--- src/rtl/iot_event_tx.sv ---
// Connect/disconnect event source for the active-device monitor: one event per cycle, round-robin.
// Optional IOT_SHADOW_COUNT_EN adds shadow_count, a registered popcount of active_mask.
module iot_event_tx #(
  parameter int N_DEV = 8,
  parameter int PTR_W = 3
) (
  input  logic             clk,
  input  logic             rst,
  input  logic [N_DEV-1:0] dev_req,
  input  logic             hold,
  output logic             change,
  output logic             on_off,
  output logic [N_DEV-1:0] active_mask,
  output logic             pending
`ifdef IOT_SHADOW_COUNT_EN
  ,
  output logic [7:0]       shadow_count
`endif
);

  logic [N_DEV-1:0] mismatch;
  logic [PTR_W-1:0] ptr_q, ptr_d;
  logic [PTR_W-1:0] sel, hi_sel, lo_sel;
  logic             hi_found;
  logic             fire;
  logic             change_q, change_d;
  logic             on_off_q, on_off_d;
  logic [N_DEV-1:0] active_mask_q, active_mask_d;
`ifdef IOT_SHADOW_COUNT_EN
  logic [7:0]       shadow_count_q, shadow_count_d;
`endif

  assign mismatch = dev_req ^ active_mask_q;
  assign pending  = |mismatch;
  assign fire     = !hold && pending;

  // Scanning downward leaves the lowest hit in each half; the half at/above ptr wins.
  always_comb begin
    hi_found = 1'b0;
    hi_sel   = '0;
    lo_sel   = '0;
    for (int i = N_DEV - 1; i >= 0; i--) begin
      if (mismatch[i]) begin
        if (i >= int'(ptr_q)) begin
          hi_found = 1'b1;
          hi_sel   = PTR_W'(i);
        end else begin
          lo_sel = PTR_W'(i);
        end
      end
    end
    sel = hi_found ? hi_sel : lo_sel;
  end

  always_comb begin
    change_d      = 1'b0;
    on_off_d      = 1'b0;
    active_mask_d = active_mask_q;
    ptr_d         = ptr_q;
    if (fire) begin
      change_d = 1'b1;
      for (int i = 0; i < N_DEV; i++) begin
        if (PTR_W'(i) == sel) begin
          on_off_d         = dev_req[i];
          active_mask_d[i] = dev_req[i];
        end
      end
      ptr_d = (int'(sel) == N_DEV - 1) ? '0 : sel + PTR_W'(1);
    end
  end

`ifdef IOT_SHADOW_COUNT_EN
  always_comb begin
    shadow_count_d = shadow_count_q;
    if (fire) begin
      shadow_count_d = on_off_d ? shadow_count_q + 8'd1 : shadow_count_q - 8'd1;
    end
  end
`endif

  always_ff @(posedge clk) begin
    if (rst) begin
      change_q      <= 1'b0;
      on_off_q      <= 1'b0;
      active_mask_q <= '0;
      ptr_q         <= '0;
`ifdef IOT_SHADOW_COUNT_EN
      shadow_count_q <= 8'd0;
`endif
    end else begin
      change_q      <= change_d;
      on_off_q      <= on_off_d;
      active_mask_q <= active_mask_d;
      ptr_q         <= ptr_d;
`ifdef IOT_SHADOW_COUNT_EN
      shadow_count_q <= shadow_count_d;
`endif
    end
  end

  assign change      = change_q;
  assign on_off      = on_off_q;
  assign active_mask = active_mask_q;
`ifdef IOT_SHADOW_COUNT_EN
  assign shadow_count = shadow_count_q;
`endif

endmodule

--- config.mk ---
export PLATFORM = sky130hd
export DESIGN_NAME = iot_event_tx
export DESIGN_NICKNAME = d
export VERILOG_FILES = /design/src/rtl/iot_event_tx.sv
export SDC_FILE = /design/constraint.sdc
export NUM_CORES = 1
export LEC_CHECK = 0
export ABC_AREA = 1
export CAP_MARGIN = 5
export CORE_ASPECT_RATIO = 0.9
export CORE_MARGIN = 3
export CORE_UTILIZATION = 25
export DETAILED_ROUTE_END_ITERATION = 6
export PLACE_DENSITY = 0.46
export SYNTH_ARGS = -nofsm -noshare
export SYNTH_HDL_FRONTEND = slang
export SYNTH_SLANG_ARGS = --single-unit
--- constraint.sdc ---
create_clock -name clk -period 2.5 [get_ports clk]
set_input_delay 0.5 -clock clk [delete_from_list [all_inputs] [get_ports clk]]
set_output_delay 0.5 -clock clk [all_outputs]
set_load 0.01 [all_outputs]
; After elaboration in Yosys (flattened, before gate mapping)
; Index checks and enable logic that the tools add are counted.
[op_classes]
add_sub_neg = 1
n_lt_le_gt_ge = 7
eq_ne = 8
n_mux = 55
n_bitwise = 2
n_reduce_logical = 13
[op_table]
columns = op, n
row1 = $mux 3, 31
row2 = $mux 1, 24
row3 = $reduce_and 2->1, 8
row4 = $eq 3x3->1 const A, 4
row5 = $ge 3x3->1 const A, 3
row6 = $reduce_or 8->1, 1
row7 = $xor 8x8->8, 1
row8 = $eq 2x3->1 const A, 2
row9 = $ge 1x3->1 const A, 2
row10 = $ge 2x3->1 const A, 2
row11 = $add 3x1->3 const B, 1
row12 = $eq 1x3->1 const A, 1
row13 = $eq 3x1->1 const B, 1
row14 = $logic_not 3->1, 1
row15 = $reduce_or 2->1, 1
row16 = $logic_and 1x1->1, 1
row17 = $logic_not 1->1, 1
row18 = $not 1->1, 1
[totals]
regBits = 13
in_bits = 11
wordCells = 97

; Depth between registers and ports, before layout
; Gate-level depths: netlist of run 1.
[logic_depth]
ltp_word = 26
depth_mapped = 21

; Least setup slack after synthesis of run 1
; Ideal clock, no wire load.
[synth_timing]
kind = input-to-reg
start = input dev_req[5]
end = register on_off_q (netlist: on_off)
setup_ps = 122
arrival_ps = 2237
setup_slack_ps = 141
cell_stages = 19
cell_sequence = xor2_1 -> nand2_1 -> nand2_1 -> nor2_4 -> o221ai_1 -> a21oi_1 -> o21ai_0 -> o21ai_1 -> ha_1 -> ha_1 -> inv_1 -> nand2_1 -> inv_1 -> nand2_1 -> nand2_1 -> nand2_1 -> nand2_1 -> nand2_1 -> a21oi_2
[synth_between]
elab_chain_cells = 22
word_cells_on_any_way = 55
classes_between = 7 x eq/ne / 42 x mux / 2 x bitwise / 4 x reduce/logical
[synth_rtl]
columns = item, line
row1 = start: declaration, 9  ; input logic [N_DEV-1:0] dev_req,
row2 = $xor 8x8->8, 33  ; assign mismatch = dev_req ^ active_mask_q;
row3 = $mux 3 / $mux 1 (equally long branches), 43  ; if (mismatch[i]) begin
row4 = $mux 3 / $mux 1 (equally long branches), 44  ; if (i >= int'(ptr_q)) begin
row5 = $mux 3 / $mux 1 (equally long branches), 43
row6 = $mux 3 / $mux 1 (equally long branches), 44
row7 = $mux 3 / $mux 1 (equally long branches), 43
row8 = $mux 3 / $mux 1 (equally long branches), 44
row9 = $mux 3 / $mux 1 (equally long branches), 43
row10 = $mux 3 / $mux 1 (equally long branches), 44
row11 = $mux 3 / $mux 1 (equally long branches), 43
row12 = $mux 3 / $mux 1 (equally long branches), 44
row13 = $mux 3 / $mux 1 (equally long branches), 43
row14 = $mux 3, 52  ; sel = hi_found ? hi_sel : lo_sel;
row15 = $logic_not 3->1, 63  ; if (PTR_W'(i) == sel) begin
row16 = $mux 1 (8 in series), 63
row17 = end signal: assignment, 92  ; on_off_q <= on_off_d;
row18 = end: declaration, 27  ; logic on_off_q, on_off_d;
; Parallel ways exist; a longest one is shown, timed or not.
; A chain may end at the register's enable or synchronous reset.

; Worst setup path in the final report of run 1
[layout_timing]
start = input dev_req[6]
end = register on_off_q (netlist: on_off)
[layout_between]
elab_chain_cells = 24
word_cells_on_any_way = 61
classes_between = 7 x eq/ne / 48 x mux / 2 x bitwise / 4 x reduce/logical
[layout_rtl]
columns = item, line
row1 = $xor 8x8->8, 33
row2 = $mux 3 / $mux 1 (equally long branches), 43
row3 = $mux 3 / $mux 1 (equally long branches), 44
row4 = $mux 3 / $mux 1 (equally long branches), 43
row5 = $mux 3 / $mux 1 (equally long branches), 44
row6 = $mux 3 / $mux 1 (equally long branches), 43
row7 = $mux 3 / $mux 1 (equally long branches), 44
row8 = $mux 3 / $mux 1 (equally long branches), 43
row9 = $mux 3 / $mux 1 (equally long branches), 44
row10 = $mux 3 / $mux 1 (equally long branches), 43
row11 = $mux 3 / $mux 1 (equally long branches), 44
row12 = $mux 3 / $mux 1 (equally long branches), 43
row13 = $mux 3 / $mux 1 (equally long branches), 44
row14 = $mux 3 / $mux 1 (equally long branches), 43
row15 = $mux 3, 52
row16 = $logic_not 3->1, 63
row17 = $mux 1 (8 in series), 63
; Parallel ways exist; a longest one is shown, timed or not.

==> results.py, run 1 <==
metrics = {
    "status": {
        "status": "finished clean",
    },
    "logic_synthesis": {
        "netlist_area_um2": 1150,
        "ys.warnings.count": 0,
        "synth_top_area_share_pct": 22.6,
        "ys_types": 31,
        "synth_area_leaders": "dfxtp_1 23%, nand2_1 15%, inv_1 10%, ha_1 6.5%, nand3_1 6.1%",
        "yosysTopAreaCell": "dfxtp_1",
        "ys_ff_latch": 13,
        "synth_cells": 180,
        "avgSynthCellArea_um2": 6.41,
        "syn_nets": 197,
        "synth-seq-area-share_pct": 22.6,
    },
    "timing": {
        "finalHoldViolCount": 0,
        "setup_slack_ps": 162,
        "maxSlewViolCount": 0,
        "period_share_pct": 93.5,
        "worstMarginPinSlew_ps": 335,
        "finalSetupViolCount": 0,
        "fin_setup_tns_ps": 0,
        "hold_slack_ps": 473,
        "fin_crit_ps": 2340,
        "fmax_mhz": 428,
        "relSlewSlack_pct": 77.6,
        "finClkSkew_ps": 5.78,
    },
    "cells_and_area": {
        "final_util_pct": 47.0,
        "nets": 267,
        "final.fill_count": 433,
        "area_growth_pct": 73.9,
        "n_antenna_cell": 0,
        "layout-drive-gt1-share_pct": 43.8,
        "finalInstanceArea_um2": 2010,
        "finalNonFillerCells": 309,
    },
    "worst_setup_path": {
        "path_delay_family": "compound AO/OA/AOI/OAI gates",
        "slowest_delay_ps": 270,
        "path_buf_inv": 3,
        "required_ps": 2690,
        "cpMostUsedCell": "nand2_1",
        "cp.arrival_ps": 2530,
        "crit_chain": "buf_4 -> xor2_4 -> o21ai_4 -> nand2_4 -> nor2_4 -> o221ai_2 -> a21oi_1 -> o21ai_1 -> o21ai_2 -> inv_2 -> ha_4 -> nand3_4 -> nand2_2 -> inv_1 -> nand2_1 -> nand2_1 -> nand2_1 -> nand2_1 -> nand2_2 -> a21oi_2",
        "cp_max_fo": 4,
        "slowest_stage": "o21ai_2",
        "criticalPathCategory": "in -> reg",
        "critical_path.endpoint_type": "flop",
        "cp-start-kind": "input pin",
    },
    "placement": {
        "dp_worst_setup_slack_ps": -593,
        "place.gp.congestion": 0.779,
        "dpl.hpwl_mm": 2.73,
        "io_buffers": 21,
        "place_area_um2": 1730,
        "dp.cells": 300,
    },
    "worst_hold_path": {
        "min_path_type": "reg -> reg",
    },
    "clocking": {
        "cts_htree_levels": 1,
        "clk_path_buf_depth": 2,
        "hold_buffers": 0,
        "clkLatencyLatePin_ps": 250,
        "cts_tree": "built",
        "cts_buffers": 3,
        "clk_pin_slew_worst_paths_ps": 60,
        "cts.sinks": 13,
        "cts_root_buffer": "clkbuf_8",
    },
    "routing": {
        "totalWireLength_mm": 3.52,
        "drc_errors": 0,
        "via_per_inst": 4.29,
        "wl_per_cell_um": 11.4,
        "vias": 1327,
        "ant_nets": 0,
        "first_iter_violations": 35,
        "dr.pass1.iters": 4,
    },
    "grt": {
        "grt-ovfl-total": 0,
        "grt_first_pass_wirelength_mm": 5.75,
        "antenna_found_initial": 0,
        "grt_max_degree": 9,
        "track_usage_pct": 13.1,
        "grt_pass1_vias": 1281,
    },
    "pwr": {
        "powerDensity_nw_per_um2": 656,
        "total_power_mw": 1.32,
        "ir_worst_vdd_uv": 346,
        "leakagePower_nw": 0.932,
    },
    "floorplanning": {
        "die-width_um": 77.6,
        "dieArea_um2": 5470,
        "num_rows": 22,
        "fp.dieH_um": 70.4,
        "coreArea_um2": 4270,
        "io_pins": 22,
        "start_util_pct": 27.0,
    },
    "flow_run": {
        "drv_cap": 0,
    },
}
## layout by cell type, fill, tap and decap left out, types with 3 or more instances in the layout
cell type	netlist	final
xor2_4	0	4
dlymetal6s2s_1	0	3
o21ai_0	11	9
o21ai_1	3	3
buf_4	0	46
clkdlybuf4s50_1	0	12
clkbuf_8	0	3
a21oi_1	11	10
inv_2	3	8
nand3_2	2	3
nand2_1	45	39
dfxtp_1	13	7
dfxtp_4	0	3
nor2_2	3	3
nand2_2	7	12
nor2_1	6	6
inv_1	31	26
dfxtp_2	0	3
nand3_1	14	12
ha_4	0	4
## state kept, by name (all words and copies together), names as in the netlist
name and cells:
on_off 1, ptr_q 3, active_mask 8, change 1
## worst reg2reg max path, stage by stage, from the launching register on
cell and delay [ps]:
dfxtp_1 330, xnor2_1 200, buf_4 160, nand2_4 50, nor2_4 120, o221ai_2 90, a21oi_1 110, o21ai_1 80
o21ai_2 270, inv_2 120, ha_4 200, nand3_4 80, nand2_2 50, inv_1 40, nand2_1 40, nand2_1 50
nand2_1 40, nand2_1 70, nand2_2 60, a21oi_2 110
## synth_stat cells, drive strengths merged
cell,n
xnor2,1
buf,2
xor2,5
nor2,11
a31oi,1
o21bai,1
dfxtp,13
nand2,53
o211ai,2
nand3,16
o22ai,1
nor3,2
o21ai,15
nor4,2
inv,34
ha,6
a31o,1
nand3b,1
o221ai,1
a21oi,12
## metal layers
layer / track usage [%] / up-vias / wire, um
li1: - / 718 / -
met1: 18.2 / 580 / 1770
met2: 19.7 / 23 / 1580
met3: 2.19 / 6 / 106
met4: 5.93 / 0 / 64
met5: 0 / - / 0
## repair_timing
action,CTS,global route
setup endpoints to repair,13,13
pin swaps,8,23
gates resized for setup,19,57
setup buffers,2,3
cloned,0,0
## path summary, 6_finish.rpt
path | startpoint | end | slack (ps) | depth (start not counted)
setup / recovery | dev_req[6] | on_off | 160 | 20
hold / removal | active_mask[0] | active_mask[0] | 470 | 2
setup reg to reg | active_mask[7] | on_off | 170 | 19
hold reg to reg | active_mask[0] | active_mask[0] | 470 | 2
## where the power goes
group | switching [mW] | total (mW) | leakage (nW) | internal, mW
clock network | 0.0822 | 0.195 | 0.0228 | 0.113
logic | 0.435 | 0.851 | 0.800 | 0.416
registers | 0.0309 | 0.270 | 0.110 | 0.239
total | 0.548 | 1.32 | 0.932 | 0.768
## logic make-up after synthesis
| logic type | after synthesis | share of synthesized area, % |
|---|---|---|
| AOI/OAI and AO/OA | 34 | 16.9 |
| xor gates and xnor gates | 6 | 5.86 |
| adders and majority gates | 6 | 6.51 |
| buffers and inverters | 36 | 12.8 |
| DFF | 13 | 22.6 |
| and+or+nand+nor | 85 | 35.4 |
## area by class of cell
class | count | area (um2) | area share [%]
multi-input combinational | 131 | 932 | 46.5
timing repair buffer | 67 | 551 | 27.4
sequential | 13 | 275 | 13.7
inverter | 34 | 128 | 6.36
tap | 60 | 75.1 | 3.74
clock buffer | 4 | 45.0 | 2.25
No activity file was read; power rests on OpenSTA's default activity.
==> run 2, diff against run 1 <==
CTS_CLUSTER_SIZE = 20   (was default)
==> results of run 2 <==
Final layout, timing and power as in run 1 (identical DEF).
==> run 3, diff against run 2 <==
clock period = 1.9 ns   (was 2.5 ns; I/O delays follow)
==> results.py, run 3 (same netlist as run 1, synthesis figures left out) <==
metrics = {
    "routing": {
        "wl_per_cell_um": 12.4,
        "first_iter_violations": 61,
        "dr.pass1.iters": 4,
        "vias": 1438,
        "via_per_inst": 4.38,
        "drc_errors": 0,
        "totalWireLength_mm": 4.07,
        "ant_nets": 0,
    },
    "clocking": {
        "cts_buffers": 3,
        "clk_pin_slew_worst_paths_ps": 60,
        "cts_root_buffer": "clkbuf_8",
        "cts.sinks": 13,
        "clkLatencyLatePin_ps": 250,
        "clk_path_buf_depth": 2,
        "cts_tree": "built",
        "cts_htree_levels": 1,
    },
    "timing": {
        "fin_setup_tns_ps": -3130,
        "period_share_pct": 123,
        "finClkSkew_ps": 5.72,
        "maxSlewViolCount": 0,
        "rsz0062_at_grt": "yes",
        "hold_slack_ps": 564,
        "finalSetupViolCount": 13,
        "fmax_mhz": 429,
        "relSlewSlack_pct": 69.3,
        "fin_crit_ps": 2330,
        "worstMarginPinSlew_ps": 460,
        "setup_slack_ps": -433,
        "finalHoldViolCount": 0,
    },
    "cells_and_area": {
        "final_common_cell": "buf_4",
        "mostFrequentLayoutCells": "58 x buf_4, 31 x nand2_1, 22 x inv_1, 19 x nand2_2",
        "largest_register_ffs": 8,
        "area_growth_pct": 97.1,
        "n_antenna_cell": 0,
        "layout-drive-gt1-share_pct": 57.5,
        "nets": 286,
        "final_util_pct": 53.3,
    },
    "grt": {
        "grt-ovfl-total": 0,
        "grt_max_degree": 12,
        "grt_pass1_vias": 1462,
        "antenna_found_initial": 0,
        "track_usage_pct": 15.8,
        "grt_first_pass_wirelength_mm": 6.91,
    },
    "placement": {
        "dp_worst_setup_slack_ps": -995,
        "dpl.hpwl_mm": 2.99,
        "place.gp.congestion": 0.860,
        "io_buffers": 21,
    },
    "flow_run": {
        "drv_cap": 0,
    },
    "worst_setup_path": {
        "critical_path.endpoint_type": "flop",
        "path_delay_family": "simple AND/OR/NAND/NOR gates",
        "cpMostUsedCell": "nand2_2",
        "path_buf_inv": 3,
        "reg2reg_from": "ptr_q[2]",
        "cp-start-kind": "input pin",
        "slowest_stage": "dlygate4sd2_1",
        "cp-startpoint": "dev_req[7]",
        "rr_worst_depth": 19,
        "cp.arrival_ps": 2470,
        "slowest_delay_ps": 270,
        "required_ps": 2030,
        "crit_chain": "dlygate4sd2_1 -> xnor2_2 -> nand2_2 -> nor2_4 -> o221ai_2 -> a21oi_2 -> o21ai_2 -> o21ai_2 -> ha_2 -> ha_4 -> inv_2 -> nand2_2 -> inv_2 -> nand2_2 -> nand2_2 -> nand2_2 -> nand2_2 -> nand2_2 -> a21oi_2",
        "worst-path-stages": 19,
        "criticalPathCategory": "in -> reg",
        "cp_max_fo": 4,
    },
    "status": {
        "violations": "negative setup slack",
        "status": "finished, violations left",
    },
    "worst_hold_path": {
        "hold_depth": 4,
        "min_from": "dev_req[6]",
        "min_path_type": "in -> reg",
    },
    "pwr": {
        "leakagePower_nw": 1.03,
        "powerDensity_nw_per_um2": 887,
        "ir_worst_vdd_uv": 625,
    },
    "floorplanning": {
        "io_pins": 22,
        "fp.dieH_um": 70.4,
        "die-width_um": 77.6,
        "start_util_pct": 27.0,
        "dieArea_um2": 5470,
        "num_rows": 22,
        "coreArea_um2": 4270,
    },
}
## run 3: cell types whose count changed in the layout (fill, tap and decap cells not counted), moves of 4 or more
cell     change
inv_1        -4
o21ai_0      -7
buf_4       +12
nand2_1      -8
o21ai_2      +4
buf_2        +4
buf_6        +5
nand2_2      +7
## run 3: metrics by stage
stage               power, mW  cell area [um2]  instances
global placement         1.35             1850        309
floorplan               0.917             1210        180
global route             2.17             2270        328
detailed placement       1.36             1850        309
CTS                      1.86             2160        326
finish                   2.02             2270        328
## run 3: worst min-delay path, cell delays in order
cell and delay (ps):
clkbuf_2 110, buf_4 140, nand3_1 70, a21oi_1 60
## run 3: cell type report
cell class,count,area [um2]
Clock buffer,4,45.0
Timing Repair Buffer,86,691
Fill cell,416,1990
Multi-Input combinational cell,131,1040
Inverter,34,133
Sequential cell,13,285
Tap cell,60,75.1
## run 3: final timing paths
check	slack, ps	to
worst max-delay path	-430	on_off
worst min register to register	580	active_mask[2]
worst min-delay path	560	active_mask[6]
worst max register to register	-430	on_off
## run 3: power breakdown
part	switching [mW]	internal, mW	leakage, nW	total, mW
Sequential	0.0439	0.318	0.111	0.362
Combinational	0.700	0.697	0.899	1.40
Clock	0.109	0.148	0.0228	0.257
Total	0.853	1.16	1.03	2.02
## run 3: routing by layer
layer | track usage [%] | share of wire, % | up-vias
met5 | 0 | 0 | -
met4 | 3.95 | 1.3 | 0
met3 | 2.06 | 2.6 | 7
met2 | 28.2 | 52 | 25
met1 | 19.7 | 44 | 654
li1 | - | - | 752
## run 3: repair_timing
action                     CTS  global route
gates cloned                 0             0
gates resized for setup     69            36
buffers inserted            14             3
setup endpoints to repair   14            13
hold buffers                 0             0
pin swaps                   24            25
==> patch 1, RTL diff (settings of run 2) <==
`N_DEV`: 8 -> 9.
--- a/src/rtl/iot_event_tx.sv
+++ b/src/rtl/iot_event_tx.sv
@@ -2,5 +2,5 @@
 // Optional IOT_SHADOW_COUNT_EN adds shadow_count, a registered popcount of active_mask.
 module iot_event_tx #(
-  parameter int N_DEV = 8,
+  parameter int N_DEV = 9,
   parameter int PTR_W = 3
 ) (
Ports: changed (resized active_mask and dev_req); port bits go from 22 to 24. No check against the original RTL was run, so the function may have changed too.
==> patch 1 against run 2 <==
  * Combinational power increased by 12%
  * Wire length increased by 3.0%
  * Design area increased by 2.8%
  * Utilization increased by 1.6 points
  * Total power increased by 13%
  * Sequential cell count increased by 1
  * Die area decreased by 0.60%
  * Area after synthesis decreased by 0.65%
  * Critical endpoint unchanged
  * Hold slack improved by 0.013 ns
  * Register-to-register slack got worse by 0.03 ns
  * Sequential share of layout area increased by 0.54 points
  * Setup slack got worse by 0.023 ns
==> patch 1: results <==
metrics = {
    "sta": {
        "tightest_slew_ns": 0.2763,
        "holdWs_ns": 0.4856,
    },
    "place": {
        "io_buffers": 23,
        "dpl_cell_area_um2": 1769,
        "gp_congestion": 0.8823,
        "hpwl_mm": 2.787,
    },
    "final_layout": {
        "largest_reg_flops": 9,
        "finalNetCount": 281,
        "drive_above_1_share_pct": 46.95,
    },
    "global_routing": {
        "first_global_vias": 1327,
        "grt_max_degree": 12,
        "grt_first_pass_wirelength_mm": 5.975,
        "grt_util_met3_pct": 2.964,
        "globalRouteTotalUtil_pct": 13.58,
        "grt_util_met2_pct": 22.63,
    },
    "route": {
        "routed_wl_mm": 3.622,
        "dr_total_vias": 1363,
        "routedWlPerCell_um": 11.25,
        "drtIter0Drc": 13,
    },
    "logic_synthesis": {
        "syn-num-nets": 208,
        "yosys-top-cells-count": "55 x nand2_1, 29 x inv_1, 15 x nor2_1",
        "synth_cell_types": 28,
        "yosysSeqAreaShare_pct": 24.45,
        "synth_area_leaders": "dfxtp_1 24%, nand2_1 18%, inv_1 9.5%",
        "synth_flop_cell": "dfxtp_1",
    },
    "power_and_ir_drop": {
        "power_mw": 1.491,
        "p_clk_mw": 0.234,
        "powerComb_mw": 0.956,
        "total_leakage_power_nw": 0.9541,
        "p_sw_mw": 0.6257,
    },
    "worst_setup_path": {
        "r2r_slack_ns": 0.14,
        "worstRegToRegCells": 20,
        "cp.arrival_ns": 2.55,
    },
    "status": {
        "outcome": "completed",
    },
    "clocking": {
        "htree_num_levels": 1,
        "clkLatencyLatePin_ns": 0.25,
    },
    "hold_path": {
        "holdPathEnd": "active_mask[8]",
    },
}
## patch 1: changes by cell type after synthesis, moves of 2 or more
cell and delta:
a21oi_1 +2, o22ai_1 +3, nand3_1 -4, o21ai_0 -2, inv_1 -2, nor4_1 -2
nand3_2 -2, nor3_1 +2, xor2_2 -2, nand2_1 +10, nor2_1 +9, o211ai_1 -2
## patch 1: logic make-up (layout without fill, tap and decap cells)
family                   count (synthesis)  in the layout  share of synthesized area (%)
buffers and inverters                   34            106                          11.46
adder cells (fa/ha/maj)                  6              6                          6.550
AO/OA/AOI/OAI                           32             32                          15.28
AND/OR/NAND/NOR                        100            100                          39.19
XOR/XNOR                                 4              4                          3.057
flip-flops                              14             14                          24.45
## patch 1: routing by layer
layer  up-vias  share of wire, %
li1        738                 -
met1       603                48
met2        20                48
met3         2               4.2
met4         0              0.47
met5         -                 0
## patch 1: repair_timing
action	4_1_cts	5_1_grt
setup buffers	3	1
setup endpoints to repair	12	8
resized for setup	46	46
pin swaps	12	27
## patch 1: area by class of cell
cell class              instances  area [um2]
inverters                      33       131.4
clock buffers                   4       55.05
fillers                       443        2177
multi-input cells             142       960.9
repair buffers                 69       545.5
well taps                      60       75.07
flip-flops and latches         14       294.0
## patch 1: worst max-delay path, cell delays in order (launching register included)
cell      delay (ns)
dfxtp_4         0.40
nand2_4         0.07
nor2_4          0.11
nand2_2         0.07
nor2_1          0.12
a21oi_1         0.09
nor3_2          0.23
o21bai_4        0.10
a21oi_4         0.20
ha_4            0.18
ha_4            0.13
inv_2           0.04
o22ai_2         0.14
inv_2           0.04
nand2_1         0.06
nand2_1         0.05
nand2_1         0.05
nand2_1         0.04
nand2_1         0.05
nand2_1         0.06
a21oi_2         0.10
==> patch 2, RTL diff (settings of run 2) <==
Without the edit above. The output `on_off` loses its register stage (`on_off_q` becomes a continuous assignment).
--- a/src/rtl/iot_event_tx.sv
+++ b/src/rtl/iot_event_tx.sv
@@ -82,5 +82,4 @@
     if (rst) begin
       change_q      <= 1'b0;
-      on_off_q      <= 1'b0;
       active_mask_q <= '0;
       ptr_q         <= '0;
@@ -90,5 +89,4 @@
     end else begin
       change_q      <= change_d;
-      on_off_q      <= on_off_d;
       active_mask_q <= active_mask_d;
       ptr_q         <= ptr_d;
@@ -98,4 +96,6 @@
     end
   end
+
+  assign on_off_q = on_off_d;
 
   assign change      = change_q;
Function: changed (a bounded check fails within 4 cycles, from zero or initial values and one cycle with rst high).
==> patch 2 against run 2 <==
  * The flow now finishes with violations (negative setup slack)
  * Sequential cell count is 1 lower
  * Total power is 8.8% higher
  * Sequential share of layout area is 2.0 points lower
  * Design area is 8.7% higher
  * Wire length is 4.0% higher
  * Area after synthesis is 6.7% lower
  * Setup slack worse by 0.77 ns
  * Hold slack better by 0.029 ns
  * Clock power is 6% lower
  * Critical endpoint is now on_off
  * Largest cell class unchanged
  * Largest power group unchanged
  * Highest routed layer unchanged
==> patch 2: results <==
metrics = {
    "logic_synthesis": {
        "synth_cell_types": 30,
        "synth_flop_cell": "dfxtp_1",
        "yosys-top-cells-count": "64 x nand2_1, 22 x inv_1, 12 x dfxtp_1",
        "syn-num-nets": 193,
        "synthArstFlopShare_pct": 0,
        "synth_warnings": 0,
        "synth_area_leaders": "dfxtp_1 22%, nand2_1 22%, inv_1 7.7%",
        "yosysSeqAreaShare_pct": 22.33,
    },
    "clocking": {
        "clkTransAtPathRegs_ns": 0.06,
        "cts_buffers": 3,
        "htree_num_levels": 1,
        "root_buffer": "clkbuf_8",
        "clkLatencyLatePin_ns": 0.24,
        "ctsLongestPathBuffers": 2,
    },
    "sta": {
        "setup_viol": 2,
        "relSlewSlack_pct": 63.11,
        "maxSlewViolCount": 0,
        "skew_ns": 0.005697,
        "layout_setup_ws_ns": -0.6081,
    },
    "global_routing": {
        "antenna_found_initial": 0,
        "grt_max_degree": 13,
        "globalRouteTotalUtil_pct": 15.57,
        "first_global_vias": 1385,
        "grt_first_pass_wirelength_mm": 6.272,
    },
    "route": {
        "routedWlPerCell_um": 11.40,
        "first_pass_iters": 4,
        "drtIter0Drc": 61,
        "dr_total_vias": 1456,
    },
    "final_layout": {
        "largest_reg_flops": 8,
        "drive_above_1_share_pct": 55.27,
        "diodes": 0,
        "finalNetCount": 294,
    },
    "hold_path": {
        "hold_class": "flip-flop to flip-flop",
    },
    "worst_setup_path": {
        "crit_slowest_cell": "a21oi_4",
        "cp.arrival_ns": 2.61,
        "critical_path.max_stage_delay_ns": 0.23,
        "crit_family": "simple AND/OR/NAND/NOR gates",
        "cp_max_fo": 4,
    },
    "place": {
        "hpwl_mm": 2.679,
        "gp_congestion": 0.8488,
        "pre_cts_ws_ns": -1.534,
        "io_buffers": 21,
    },
    "status": {
        "outcome": "finished, violations left",
        "failed_checks": "negative setup slack",
    },
    "power_and_ir_drop": {
        "peakVddDrop_mv": 0.3304,
        "total_leakage_power_nw": 1.041,
    },
}
patch 2: what timing repair did:
item,4_1_cts,5_1_grt
gates resized for setup,69,24
setup endpoints to repair,12,13
pin swaps,23,23
setup buffers,23,3
gates cloned,0,0
patch 2: cell families after synthesis:
logic type | count (synthesis) | synth area share, %
adders and majority gates | 6 | 6.977
DFF | 12 | 22.33
buffers and inverters | 29 | 10.93
and+or+nand+nor | 98 | 40.12
xor gates and xnor gates | 4 | 4.651
AOI/OAI and AO/OA | 27 | 15.00
patch 2: final cells by class:
class | count | area, um2
multi-input cells | 135 | 932.1
well taps | 46 | 57.56
inverters | 26 | 107.6
repair buffers | 99 | 785.8
flip-flops and latches | 12 | 255.2
fillers | 384 | 1735
clock buffers | 3 | 41.29
patch 2: per-layer routing:
layer / vias to the layer above / share of wire (%) / global-route usage [%]
li1: 767 / - / -
met1: 657 / 49 / 20.66
met2: 30 / 46 / 27.07
met3: 2 / 4.0 / 3.524
met4: 0 / 0.16 / 0.6550
met5: - / 0 / 0
patch 2: where the power goes:
part	leakage [nW]	internal, mW	switching [mW]
registers	0.101	0.221	0.0349
logic	0.918	0.522	0.471
clock network	0.0216	0.106	0.0765
total	1.04	0.849	0.583
patch 2: metrics by stage:
| stage | std cells | setup TNS [ns] | total power [mW] | area (um2) |
|---|---|---|---|---|
| 2_1_floorplan | 176 | -0.1284 | 0.6652 | 1132 |
| 3_3_place_gp | 292 | -6.275 | 1.007 | 1770 |
| 3_5_place_dp | 292 | -6.608 | 1.015 | 1770 |
| 4_1_cts | 318 | -0.8576 | 1.405 | 2098 |
| 5_1_grt | 321 | -1.039 | 1.563 | 2180 |
| 6_report | 321 | -0.6908 | 1.432 | 2180 |
patch 2: path summary, 6_finish.rpt:
path                  start       end  slack [ns]  cells after the start
max              dev_req[6]    on_off       -0.61                     24
min                ptr_q[0]  ptr_q[0]        0.50                      2
max reg2reg  active_mask[4]  ptr_q[0]        0.16                     13
min reg2reg        ptr_q[0]  ptr_q[0]        0.50                      2
patch 2: worst min-delay path: stages, from the launching register on:
cell,delay (ns)
dfxtp_2,0.34
nand2_1,0.06
a21oi_1,0.06
